`config.mk`:
```
export PLATFORM = sky130hd
export DESIGN_NAME = mem_port_arbiter_flat
export DESIGN_NICKNAME = d
export VERILOG_FILES = /design/src/rtl/mem_port_arbiter_pkg.sv /design/src/rtl/mem_port_arbiter_if.sv /design/src/rtl/mem_port_arbiter_wait_counter.sv /design/src/rtl/mem_port_arbiter.sv /design/src/flat_wrapper.sv
export SDC_FILE = /design/constraint.sdc
export NUM_CORES = 1
export LEC_CHECK = 0
export CAP_MARGIN = 20
export CORE_UTILIZATION = 35
export DETAILED_ROUTE_END_ITERATION = 16
export GPL_TIMING_DRIVEN = 0
export PLACE_DENSITY = 0.76
export SLEW_MARGIN = 40
export SYNTH_ARGS = -nofsm -noshare
export SYNTH_HDL_FRONTEND = slang
export SYNTH_SLANG_ARGS = --single-unit
```
`constraint.sdc`:
```
create_clock -name clock -period 7.05 [get_ports clock]
set_input_delay 1.41 -clock clock [delete_from_list [all_inputs] [get_ports clock]]
set_output_delay 1.41 -clock clock [all_outputs]
set_load 0.02 [all_outputs]
```
`src/rtl/mem_port_arbiter_pkg.sv`:
```
`timescale 1ns/1ps
`default_nettype none
// ============================================================================
//  Module   : mem_arb_pkg
//  Purpose  : Shared types for the IF/LS memory port arbiter.
//  Revision : 1.0  initial release
// ============================================================================
package mem_arb_pkg;

   typedef enum logic [1:0] {
      IDLE   = 2'd0,
      ACCESS = 2'd1,
      DONE   = 2'd2
   } arb_state_t;

   typedef enum logic {
      M_IF = 1'b0,
      M_LS = 1'b1
   } arb_master_t;

endpackage
`default_nettype wire

```
`src/rtl/mem_port_arbiter_if.sv`:
```
`timescale 1ns/1ps
`default_nettype none
// ============================================================================
//  Module   : mem_port_arbiter_if
//  Purpose  : Request/ack bundle for the two masters plus the memory-side bus.
//  Revision : 1.0  initial release
// ============================================================================
interface mem_port_arbiter_if #(
   parameter int ADDR_W = 32,
   parameter int DATA_W = 32
);
   logic              if_req;
   logic [ADDR_W-1:0] if_addr;
   logic              ls_req;
   logic              ls_we;
   logic [ADDR_W-1:0] ls_addr;
   logic [DATA_W-1:0] ls_wdata;
   logic [DATA_W-1:0] mem_rdata;
   logic [ADDR_W-1:0] mem_addr;
   logic [DATA_W-1:0] mem_wdata;
   logic              MemReadWrite;
   logic              if_ack;
   logic              ls_ack;
   logic [DATA_W-1:0] rdata;
   logic              busy;

   // Requesting side (control unit)
   modport master (
      output if_req, if_addr, ls_req, ls_we, ls_addr, ls_wdata,
      input  if_ack, ls_ack, rdata, busy
   );

   // Arbiter side
   modport slave (
      input  if_req, if_addr, ls_req, ls_we, ls_addr, ls_wdata, mem_rdata,
      output mem_addr, mem_wdata, MemReadWrite, if_ack, ls_ack, rdata, busy
   );

   // Memory side
   modport memory (
      input  mem_addr, mem_wdata, MemReadWrite,
      output mem_rdata
   );
endinterface
`default_nettype wire

```
`src/rtl/mem_port_arbiter_wait_counter.sv`:
```
`timescale 1ns/1ps
`default_nettype none
// ============================================================================
//  Module   : mem_wait_counter
//  Purpose  : Loadable down-counter with zero flag; times memory read latency.
//  Revision : 1.0  initial release
// ============================================================================
module mem_wait_counter #(
   parameter int WIDTH = 2
) (
   input  wire logic             clk,
   input  wire logic             rst,
   input  wire logic             i_load,
   input  wire logic [WIDTH-1:0] i_load_val,
   input  wire logic             i_dec,
   output logic                  o_zero
);
   logic [WIDTH-1:0] r_cnt;

   // Load takes precedence; decrement saturates at zero.
   always_ff @(posedge clk or posedge rst) begin
      if (rst) begin
         r_cnt <= '0;
      end else if (i_load) begin
         r_cnt <= i_load_val;
      end else if (i_dec && (r_cnt != '0)) begin
         r_cnt <= r_cnt - 1'b1;
      end
   end

   assign o_zero = (r_cnt == '0);
endmodule
`default_nettype wire

```
`src/rtl/mem_port_arbiter.sv`:
```
`timescale 1ns/1ps
`default_nettype none
// ============================================================================
//  Module   : mem_port_arbiter
//  Purpose  : Shares one memory port between instruction fetch and load/store.
//             IDLE -> ACCESS -> DONE -> IDLE; one-cycle ack, registered rdata.
//  Config   : MEM_ARB_ROUND_ROBIN_EN defined   -> round-robin on contention
//             MEM_ARB_ROUND_ROBIN_EN undefined -> LS has fixed priority
//  Revision : 1.0  initial release
// ============================================================================
module mem_port_arbiter
   import mem_arb_pkg::*;
#(
   parameter int WAIT_CYCLES = 2,
   parameter int ADDR_W      = 32,
   parameter int DATA_W      = 32
) (
   input  wire logic         clock,
   input  wire logic         reset,
   mem_port_arbiter_if.slave bus
);
   localparam int CNT_W = (WAIT_CYCLES < 2) ? 1 : $clog2(WAIT_CYCLES + 1);
   localparam logic [CNT_W-1:0] C_CNT_LOAD = CNT_W'(WAIT_CYCLES - 1);

   arb_state_t        r_state;
   arb_master_t       r_master;
   logic [ADDR_W-1:0] r_addr;
   logic [DATA_W-1:0] r_wdata;
   logic [DATA_W-1:0] r_rdata;
   logic              r_we;
   logic              r_mrw;
   logic              r_if_ack;
   logic              r_ls_ack;
   logic              r_busy;

   logic              w_any_req;
   arb_master_t       w_grant;
   logic              w_cnt_load;
   logic              w_cnt_dec;
   logic              w_cnt_zero;

   assign w_any_req = bus.if_req | bus.ls_req;

`ifdef MEM_ARB_ROUND_ROBIN_EN
   arb_master_t r_last_grant;

   // Contention goes to the master that did not win last time.
   always_comb begin
      w_grant = bus.ls_req ? M_LS : M_IF;
      if (bus.if_req && bus.ls_req) begin
         w_grant = (r_last_grant == M_IF) ? M_LS : M_IF;
      end
   end

   // Remember the winner of every grant.
   always_ff @(posedge clock or posedge reset) begin
      if (reset) begin
         r_last_grant <= M_IF;
      end else if ((r_state == IDLE) && w_any_req) begin
         r_last_grant <= w_grant;
      end
   end
`else
   // Fixed priority: load/store beats fetch.
   always_comb begin
      w_grant = bus.ls_req ? M_LS : M_IF;
   end
`endif

   assign w_cnt_load = (r_state == IDLE) && w_any_req;
   assign w_cnt_dec  = (r_state == ACCESS) && !r_we;

   mem_wait_counter #(
      .WIDTH(CNT_W)
   ) u_wait_cnt (
      .clk       (clock),
      .rst       (reset),
      .i_load    (w_cnt_load),
      .i_load_val(C_CNT_LOAD),
      .i_dec     (w_cnt_dec),
      .o_zero    (w_cnt_zero)
   );

   // Access sequencer: grant and latch in IDLE, time the access, pulse ack.
   always_ff @(posedge clock or posedge reset) begin
      if (reset) begin
         r_state  <= IDLE;
         r_master <= M_IF;
         r_addr   <= '0;
         r_wdata  <= '0;
         r_rdata  <= '0;
         r_we     <= 1'b0;
         r_mrw    <= 1'b0;
         r_if_ack <= 1'b0;
         r_ls_ack <= 1'b0;
         r_busy   <= 1'b0;
      end else begin
         case (r_state)
            IDLE: begin
               if (w_any_req) begin
                  r_master <= w_grant;
                  r_busy   <= 1'b1;
                  r_state  <= ACCESS;
                  if (w_grant == M_LS) begin
                     r_addr  <= bus.ls_addr;
                     r_wdata <= bus.ls_wdata;
                     r_we    <= bus.ls_we;
                     r_mrw   <= bus.ls_we;
                  end else begin
                     r_addr  <= bus.if_addr;
                     r_we    <= 1'b0;
                     r_mrw   <= 1'b0;
                  end
               end
            end
            ACCESS: begin
               // Writes take one cycle; reads wait for the counter.
               if (r_we || w_cnt_zero) begin
                  if (!r_we) begin
                     r_rdata <= bus.mem_rdata;
                  end
                  r_mrw    <= 1'b0;
                  r_if_ack <= (r_master == M_IF);
                  r_ls_ack <= (r_master == M_LS);
                  r_state  <= DONE;
               end
            end
            DONE: begin
               r_if_ack <= 1'b0;
               r_ls_ack <= 1'b0;
               r_busy   <= 1'b0;
               r_state  <= IDLE;
            end
            default: begin
               r_state <= IDLE;
            end
         endcase
      end
   end

   assign bus.mem_addr     = r_addr;
   assign bus.mem_wdata    = r_wdata;
   assign bus.MemReadWrite = r_mrw;
   assign bus.if_ack       = r_if_ack;
   assign bus.ls_ack       = r_ls_ack;
   assign bus.rdata        = r_rdata;
   assign bus.busy         = r_busy;
endmodule
`default_nettype wire
```
`src/flat_wrapper.sv`:
```
// flat-port wrapper written by rule: the top's interface ports become plain ports
module mem_port_arbiter_flat import mem_arb_pkg::*;
#(
   parameter int WAIT_CYCLES = 2,
   parameter int ADDR_W      = 32,
   parameter int DATA_W      = 32
)
  (clock, reset, bus_if_req, bus_if_addr, bus_ls_req, bus_ls_we, bus_ls_addr, bus_ls_wdata, bus_mem_rdata, bus_mem_addr, bus_mem_wdata, bus_MemReadWrite, bus_if_ack, bus_ls_ack, bus_rdata, bus_busy);
  mem_port_arbiter_if #(.ADDR_W(ADDR_W), .DATA_W(DATA_W)) bus_i ();
  input  wire logic clock;
  input  wire logic reset;
  input wire logic [$bits(bus_i.if_req)-1:0] bus_if_req;
  input wire logic [$bits(bus_i.if_addr)-1:0] bus_if_addr;
  input wire logic [$bits(bus_i.ls_req)-1:0] bus_ls_req;
  input wire logic [$bits(bus_i.ls_we)-1:0] bus_ls_we;
  input wire logic [$bits(bus_i.ls_addr)-1:0] bus_ls_addr;
  input wire logic [$bits(bus_i.ls_wdata)-1:0] bus_ls_wdata;
  input wire logic [$bits(bus_i.mem_rdata)-1:0] bus_mem_rdata;
  output wire logic [$bits(bus_i.mem_addr)-1:0] bus_mem_addr;
  output wire logic [$bits(bus_i.mem_wdata)-1:0] bus_mem_wdata;
  output wire logic [$bits(bus_i.MemReadWrite)-1:0] bus_MemReadWrite;
  output wire logic [$bits(bus_i.if_ack)-1:0] bus_if_ack;
  output wire logic [$bits(bus_i.ls_ack)-1:0] bus_ls_ack;
  output wire logic [$bits(bus_i.rdata)-1:0] bus_rdata;
  output wire logic [$bits(bus_i.busy)-1:0] bus_busy;
  assign bus_i.if_req = bus_if_req;
  assign bus_i.if_addr = bus_if_addr;
  assign bus_i.ls_req = bus_ls_req;
  assign bus_i.ls_we = bus_ls_we;
  assign bus_i.ls_addr = bus_ls_addr;
  assign bus_i.ls_wdata = bus_ls_wdata;
  assign bus_i.mem_rdata = bus_mem_rdata;
  assign bus_mem_addr = bus_i.mem_addr;
  assign bus_mem_wdata = bus_i.mem_wdata;
  assign bus_MemReadWrite = bus_i.MemReadWrite;
  assign bus_if_ack = bus_i.if_ack;
  assign bus_ls_ack = bus_i.ls_ack;
  assign bus_rdata = bus_i.rdata;
  assign bus_busy = bus_i.busy;
  mem_port_arbiter #(.WAIT_CYCLES(WAIT_CYCLES), .ADDR_W(ADDR_W), .DATA_W(DATA_W)) u_core (.clock(clock), .reset(reset), .bus(bus_i));
endmodule
```
======== Word level (Yosys, flattened, before mapping) ========
Index checks and enable logic that the tools add are counted.
cells by class
  divide/modulo/power cells ............... 0
  mux-type cells .......................... 17
  $mul .................................... 0
  reduce and logical (&&, ||, !) cells .... 19
  equality and inequality tests ........... 4
  order comparisons ....................... 0
  add/sub/neg operators ................... 1
  bitwise logic cells ..................... 3
  shifts and indexed selects .............. 0
operators by type and width
  operator             number
  $mux 32              1
  $reduce_bool 2->1    5
  $reduce_and 3->1     3
  $mux 2               4
  $pmux 1 s2           4
  $reduce_and 2->1     4
  $mux 1               7
  $logic_not 2->1      2
  $pmux 2 s2           1
  $logic_and 1x1->1    3
  $eq 2x1->1 const B   1
  $eq 2x2->1 const B   1
  $ne 2x1->1 const B   1
  $ne 2x2->1 const B   1
  $not 1->1            2
  $sub 2x1->2 const B  1
  $logic_not 1->1      1
  $logic_or 1x1->1     1
  $or 1x1->1           1
storage, ports and cells
  memories ................................ 0
  memory bits (read-only) ................. 0
  output and inout port bits .............. 100
  input port bits ......................... 133
  latch bits .............................. 0
  RAM bits ................................ 0
  bits in registers ....................... 106

======== Logic depth before layout (Yosys ltp) ========
Gate-level depths: netlist (run 1).
  word-level depth ........................ 5
  gate-level depth with buffers ........... 6
  gate-level depth less buffers ........... 5

======== By module ========
A second synthesis (run 1) with hierarchy kept.
second synthesis, totals
  cell total of the unflattened synthesis .. 286
  area, all modules ....................... 4853.4 sq um
modules (own cells, without submodules)
  module            area each (sq um)  seq. area each (sq um)  cells an instance  instances
  mem_port_arbiter  4718.3             2602.5                  273                1
  mem_wait_counter  135.1              50.0                    13                 1

======== Worst setup path after synthesis (run 1) ========
No wires, ideal clock.
  path type ............................... input to register
  start ................................... input port bus_ls_req
  end ..................................... register u_core.r_wdata[18], in the netlist u_core.bus.mem_wdata[18]
  arrival ................................. 2.386 ns
  slack ................................... 4.540 ns
  library setup time ...................... 0.125 ns
  required time ........................... 6.925 ns
  stages on the path ...................... 4
  path buffers ............................ 2
  path through ............................ buf_4 nor3b_4 buf_6 mux2_2
on the way
  word-level cells in the longest chain between the ends .. 2
ends and longest elaborated chain
  element                                RTL line                                        RTL
  start, declared                        flat_wrapper.sv:14                              input wire logic [$bits(bus_i.ls_req)-1:0] bus_ls_req;
  $mux 1 or $or 1x1->1 (tied branches)   mem_port_arbiter.sv:66, mem_port_arbiter.sv:42
  $reduce_and 3->1 (no source line) (*)  n/a
  end signal, assigned                   mem_port_arbiter.sv:106                         r_wdata <= bus.ls_wdata;
  end, declared                          mem_port_arbiter.sv:28                          logic [DATA_W-1:0] r_wdata;
Every way passes the cells marked *; elsewhere a longest branch is shown, timed or not.
A chain may end at the register's enable or synchronous reset.

======== Worst setup path after layout (run 1) ========
  start ................................... register u_core.r_wdata[19], in the netlist u_core.bus.mem_wdata[19]
  end ..................................... output port bus_mem_wdata[19]
RTL lines
  element        RTL line            RTL
  end, declared  flat_wrapper.sv:20  output wire logic [$bits(bus_i.mem_wdata)-1:0] bus_mem_wdata;
No word-level cell between the ends.

==> metrics list, run 1 <==
- The flow ran to the end, and the final reports show no timing, DRC or antenna violations.
- The analysis attributes to cell leakage a power of 3.01 nW.
* Mapped Area: 4450 sq um
* Flip-flop and latch count after synthesis: 106
* Core footprint: 12,200 sq um
* Fin. max-slew vios: 0
- Multi-input logic area: 1630 sq um
- Critical Path Sink Type: primary output
- Power spread over the standard cell area amounts to 450 nW/um^2.
- Clock latency on the worst-skew pair, taken at its later pin, is 0.34 ns.
- Among cell families on the critical path, the largest total delay comes from buffers and inverters.
* Mapped Nets: 414
- Yosys warning count: 0
* Most area-consuming cells after synthesis: sky130_fd_sc_hd__dfrtp_1 (60%), sky130_fd_sc_hd__mux2_2 (29%), sky130_fd_sc_hd__buf_6 (2.5%)
- The first detailed-routing pass ran for 4 iterations.
- Die area: 13,200 sq um
* Type of the setup path with the least slack: flop to primary output
- Derived from the worst setup path, the maximum achievable clock frequency is 364 MHz.
* Maximum count of clock buffers along a single path: 2
- Count of hold-fix buffers inserted at cts: 0
* RSZ-0062 raised after global routing: no
- Synthesis-to-finish area growth: 64.4%
- Entering global routing, the biggest net connects 69 pins.
* Routed via count divided by cell count: 4.56
- Master of the slowest instance on the critical path: sky130_fd_sc_hd__clkdlybuf4s50_1
* Max capacitance violation total: 0
- Measured against its own limit, the worst slew margin works out to 57.2%.
- Routed length on met2: 5410 um
- The final hold violation count is 0.
- Nature of the critical path startpoint: flop
* Total Nets Final: 657
* Share of the clock period used by the worst path after layout: 39.0%
* Cell Count, Final, Fillers Out: 696
- Detailed placement ended at an HPWL of 8260 um.
- Accumulated negative setup slack: 0 ns
* Post-Syn Instances: 280
- In this run the clock root is driven by a sky130_fd_sc_hd__clkbuf_16.
- Congestion Overflow GR: 0
- Sequential fraction of the synthesis area: 59.6%
* Highest metal used: met4
- For this run, design rule violations remaining after detail routing come to 0.
- For this block, wires on met1 add up to 4230 um.
- TritonCTS built the clock tree.
* Sequential cell area: 2650 sq um
- Sum of routed wire length over all layers: 10,700 um
- Layout cells sized above 1: 29.0%
- Share of the core filled with cells: 59.9%
- Fill cell total of the finished layout: 1,023
- Total placed cells including tap cells: 680
* Global routing usage summed across all routing layers: 16.9%
* Worst vdd rail ir drop: 0.000195 V
- Synth Area per Inst: 15.9 sq um
- CTS H-tree lvls: 3
- Crit path buffers/inverters: 1
- At the worst endpoint, the arrival time is 1.34 ns.
- Setup Fix Bufs, Post-CTS: 0
- The tree built by TritonCTS fans out to 106 sinks.
* Floorplan row count: 40
- Vias in the first global route: 3,502
- DIE HEIGHT: 115 um
- In the final routed layout, each cell accounts on average for 15.4 um.
* Number of antenna repair diodes: 0
* Worst slew pin tran: 0.641 ns
* Data required time of the worst path: 5.64 ns
- The largest total area in the synthesized netlist belongs to sky130_fd_sc_hd__dfrtp_1.
- For this run, asynchronously set or reset flops after synthesis account for 100%.
- Power after layout: 3.29 mW
- Top-area cell type share of the netlist area: 59.6%
- Clock-pin slew was measured on the worst setup and hold paths at 0.07 ns.
* Class of the tightest hold or removal check: flop to flop
* CTS Buf Count: 9
- Iteration-0 DRC Markers: 73
- The final route contains 3,174 vias.
- Number of I/O pins: 233
* Starting density of the core: 36.4%
- Worst Skew: 0.00670 ns
- Cell Chain, Critical Path: clkdlybuf4s50_1
- The initial antenna violation count is 0.
* Gpl congestion: 0.706
- In the synthesized netlist, the cells that appear most often are sky130_fd_sc_hd__mux2_2 (114), sky130_fd_sc_hd__dfrtp_1 (106), sky130_fd_sc_hd__buf_6 (10), sky130_fd_sc_hd__mux2_1 (10), sky130_fd_sc_hd__nand2_1 (7).
* Buffers on Ports: 231
- The detail route stage leaves a number of antenna-violating nets equal to 0.
- In the post-synthesis netlist, the cell with the most instances is sky130_fd_sc_hd__mux2_2.
- Commonest register cell after synthesis: sky130_fd_sc_hd__dfrtp_1
- Detailed routing placed a total of 836 um of wire on met3.
- Post_cts resized: 0
* Min Clock Period, post-route: 2.75 ns
- The first global-routing pass estimated 17,000 um of wire.
- Largest driver fanout on the critical path: 2
- For this run, the slowest stage of the critical path takes 0.64 ns.
- The synthesized netlist contains 23 unique library cells.
- Setup violations remaining at the end of the flow were counted as 0.
- Die Wd: 115 um
- Yosys mapped a number of flops with a built-in enable equal to 0.
[metal layers]
| metal | vias to the layer above | track usage (%) |
|---|---|---|
| met3 | 23 | 5.59 |
| li1 | 1474 | - |
| met2 | 129 | 30.4 |
| met4 | 0 | 7.10 |
| met1 | 1548 | 18.1 |
| met5 | - | 0 |
[power breakdown]
group | switching [mW] | internal, mW
Combinational | 0.750 | 0.944
Clock | 0.216 | 0.294
Sequential | 0.165 | 0.922
[cell type report]
class	instances	share of cell area [%]
Buffer	15	1.92
Clock buffer	12	3.51
Timing Repair Buffer	232	32.0
Sequential cell	106	36.3
Tap cell	168	2.87
Multi-Input combinational cell	153	22.3
Clock inverter	4	0.684
Inverter	6	0.411
[placed cells by master (no fill, tap or decap), drive strengths merged, types with 2 or more instances in the layout]
| cell | count |
|---|---|
| clkdlybuf4s50 | 231 |
| mux2 | 128 |
| dfrtp | 106 |
| buf | 16 |
| clkbuf | 12 |
| nand2 | 7 |
| inv | 6 |
| nor2 | 3 |
| o21ai | 2 |
| mux2i | 2 |
| clkinvlp | 2 |
| nor3b | 2 |
[cell families after synthesis]
family                     count (synthesis)  synth area share (%)
AOI/OAI and AO/OA                          6                 0.928
xor gates and xnor gates                   1                 0.197
adders and majority gates                  1                 0.281
buffers and inverters                     21                  3.66
DFF                                      106                  59.6
muxes                                    130                  33.2
and+or+nand+nor                           15                  2.14
[flip-flops by register name, summed over array words and instances, names as in the netlist]
name                     flops
u_core.bus.rdata            32
u_core.u_wait_cnt.r_cnt      2
u_core.bus.mem_addr         32
u_core.bus.mem_wdata        32
u_core.r_master              1
u_core.r_state               2
u_core.bus.busy              1
u_core.r_we                  1
u_core.bus.if_ack            1
u_core.bus.ls_ack            1
u_core.bus.MemReadWrite      1
[path summary, 6_finish.rpt]
kind                                                         from                                    to  slack (ns)  cells past startpoint
setup / recovery             u_core.bus.mem_wdata[19]$_DFFE_PP0P_                     bus_mem_wdata[19]        4.30                      1
min in group asynchronous                                   reset  u_core.bus.mem_wdata[25]$_DFFE_PP0P_        1.44                      2
max in group asynchronous                                   reset    u_core.bus.mem_addr[5]$_DFFE_PP0P_        4.99                      3
setup reg to reg           u_core.u_wait_cnt.r_cnt[0]$_DFFE_PP0P_      u_core.bus.rdata[20]$_DFFE_PP0P_        5.22                      6
hold reg to reg                       u_core.r_master$_DFFE_PP0P_         u_core.bus.if_ack$_DFFE_PP0P_        0.48                      1
hold / removal                        u_core.r_master$_DFFE_PP0P_         u_core.bus.if_ack$_DFFE_PP0P_        0.48                      1
[per-stage QoR]
stage / instance area [sq um] / setup WS, ns / hold slack (ns)
5_1_grt: 7310 / 4.22 / 0.506
2_1_floorplan: 4450 / 2.85 / 0.449
3_3_place_gp: 6970 / 1.32 / 0.466
6_report: 7310 / 4.30 / 0.483
3_5_place_dp: 7010 / 4.26 / 0.480
4_1_cts: 7310 / 4.26 / 0.491
Note: power is estimated with default switching activity, not from simulation.
==> run 2: changes to the inputs <==
Settings changed: PLACE_DENSITY 0.76 to 0.79.
Clock period 7.05 ns to 2.3 ns, I/O delays scaled along.
==> metrics list, run 2 (same netlist as run 1, synthesis figures left out) <==
- For this run, the detailed router's first-pass iteration total came to 4.
- The initial utilization of the core area, before any placement, comes to 36.4%.
- Congestion Overflow GR: 0
* Maximum count of clock buffers along a single path: 2
- Final number of hold-violating endpoints: 0
- Clock sinks: 106
- Critical Path Sink Type: flop
* RSZ-0062 raised after global routing: no
- The worst path uses 80.7% of the clock period.
* Sum of routed wire length over all layers: 10,900 um
- Clock tree from TritonCTS: done
- Entering global routing, the biggest net connects 26 pins.
- Global routing usage summed across all routing layers: 17.2%
- Startpoint of the lowest-slack register-to-register path: u_core.u_wait_cnt.r_cnt[0]$_DFFE_PP0P_
* Initial antenna violation count: 0
* Buffers on Ports: 231
- Data required time of the worst path: 2.52 ns
- After the last flow step, the layout net total stands at 660.
- The number of cells on the worst reg-to-reg path is 6.
* Setup Fix Bufs, Post-CTS: 0
- The die covers 13,200 sq um.
- The number of gates resized after CTS was 0.
- Data on the critical path arrives at its endpoint at 2.08 ns.
* Peak clock frequency supported by timing: 538 MHz
- The clock period could shrink to 1.86 ns.
* Clock latency reported for the late side of the worst-skew pair: 0.34 ns
* Commonest non-fill, non-tap cells in the layout: sky130_fd_sc_hd__clkdlybuf4s50_1 (231), sky130_fd_sc_hd__mux2_2 (114), sky130_fd_sc_hd__dfrtp_1 (106)
- Detailed Place HPWL: 8500 um
- Routability-driven placement finished with a final weighted congestion of 0.712.
* Iteration-0 DRC Markers: 93
* Floorplan row count: 40
* Nature of the critical path startpoint: flop
* Vias in the first global route: 3,473
* Fin. max-slew vios: 0
* Worst rel slew slack: 61.1%
- Tracing the worst setup path back leads to its startpoint at u_core.u_wait_cnt.r_cnt[0]$_DFFE_PP0P_.
* DIE HEIGHT: 115 um
- Core footprint: 12,200 sq um
- Layout cells sized above 1: 29.2%
- Register-to-register path setup slack: 0.44 ns
* Number of I/O pins: 233
* Most frequent standard cell in the layout excluding fill and tap cells: sky130_fd_sc_hd__clkdlybuf4s50_1
- The tree is rooted in a sky130_fd_sc_hd__clkbuf_16.
* Routed wire length per instance: 15.6 um
- The worst hold path begins at u_core.bus.busy$_DFFE_PP0P_.
* Type of the setup path with the least slack: flop to flop
- Using the TritonRoute via totals, the vias-per-cell ratio works out to 4.52.
- CTS Buf Count: 9
- Status: finished clean
- For the pin with the worst max-slew slack, the measured transition is 0.578 ns.
- In this run the power density over the cells is 1370 nW/um^2.
- The routed layout has 3,162 vias.
* Global-route wire length before repair: 17,300 um
* Capture endpoint of the worst hold path: u_core.bus.busy$_DFFE_PP0P_
- The number of hold buffers added after CTS was 0.
* Standby leakage power: 3.04 nW
- Worst vdd rail ir drop: 0.000799 V
- For this run, design rule violations remaining after detail routing come to 0.
* Number of antenna repair diodes: 0
* Worst Skew: 0.00328 ns
* Fill cell total of the finished layout: 1,008
* Class of the tightest hold or removal check: flop to flop
- Count of endpoints failing setup in the final report: 0
* CTS H-tree lvls: 3
- From synthesis to final layout, the design area changed by 65.9%.
* Number of antenna-violating nets in the routed design: 0
- Clock transition at path regs: 0.07 ns
- Die Wd: 115 um
- Max-cap violations in this run came to 0.
- Capture instance of the worst register-to-register path: u_core.bus.rdata[11]$_DFFE_PP0P_
- Accumulated negative setup slack: 0 ns
- The worst hold path was traced through 2 stages.
- Along the worst path, the maximum fanout reaches 10.
- Fin Hold WS: 0.477 ns
run 2: cell types whose count changed in the layout (fill, tap and decap cells not counted):
cell                         previous run  this run
sky130_fd_sc_hd__bufinv_16              1         2
sky130_fd_sc_hd__clkbuf_8               2         0
sky130_fd_sc_hd__inv_8                  1         0
sky130_fd_sc_hd__buf_12                 0         2
sky130_fd_sc_hd__clkbuf_1               1         2
sky130_fd_sc_hd__clkinv_4               0         1
sky130_fd_sc_hd__clkinvlp_4             2         1
sky130_fd_sc_hd__buf_16                 1         2
sky130_fd_sc_hd__clkinv_2               1         2
run 2: cell type report:
type / instances / area (sq um) / share of cell area [%]
well taps: 168 / 210 / 2.85
clock buffers: 11 / 233 / 3.15
plain buffers: 15 / 140 / 1.90
repair buffers: 235 / 2410 / 32.6
clock inverters: 5 / 78.8 / 1.07
flip-flops and latches: 106 / 2650 / 35.9
multi-input cells: 153 / 1630 / 22.1
inverters: 6 / 26.3 / 0.356
run 2: worst max path at each step:
stage | endpoint | slack, ns | cells after the start
final | u_core.bus.rdata[11]$_DFFE_PP0P_ | 0.44 | 6
after detailed placement | u_core.bus.rdata[11]$_DFFE_PP0P_ | 0.39 | 6
after floorplan | u_core.bus.MemReadWrite$_DFFE_PP0P_ | 0.57 | 1
after global routing | u_core.bus.rdata[24]$_DFFE_PP0P_ | 0.28 | 6
after CTS | u_core.bus.rdata[11]$_DFFE_PP0P_ | 0.37 | 6
after global placement | u_core.bus.mem_addr[25]$_DFFE_PP0P_ | -0.46 | 2
run 2: stage by stage:
stage	utilization [%]	instance area, sq um	setup slack, ns	cells	power (mW)
global placement	57.1	6980	-0.460	679	8.46
global route	60.5	7380	0.278	699	10.7
floorplan	-	4450	0.566	280	6.15
detailed placement	57.9	7070	0.385	683	8.64
CTS	60.5	7380	0.372	699	10.3
finish	60.5	7380	0.443	699	10.1
run 2: worst max-delay path, stage by stage (launching register included):
cell	delay, ns
sky130_fd_sc_hd__dfrtp_1	0.36
sky130_fd_sc_hd__inv_1	0.08
sky130_fd_sc_hd__ha_1	0.20
sky130_fd_sc_hd__nor4bb_1	0.33
sky130_fd_sc_hd__buf_2	0.25
sky130_fd_sc_hd__buf_6	0.17
sky130_fd_sc_hd__mux2_2	0.35
run 2: where the power goes:
group | switching (mW) | internal [mW]
clock network | 0.654 | 0.953
logic | 2.30 | 2.91
registers | 0.507 | 2.83
run 2: layer usage:
metal / wire, um / vias up / global-route usage [%]
met2: 5750 / 125 / 31.4
met5: 0 / - / 0
met4: 97 / 0 / 4.59
li1: - / 1481 / -
met3: 831 / 7 / 6.27
met1: 4230 / 1549 / 18.8
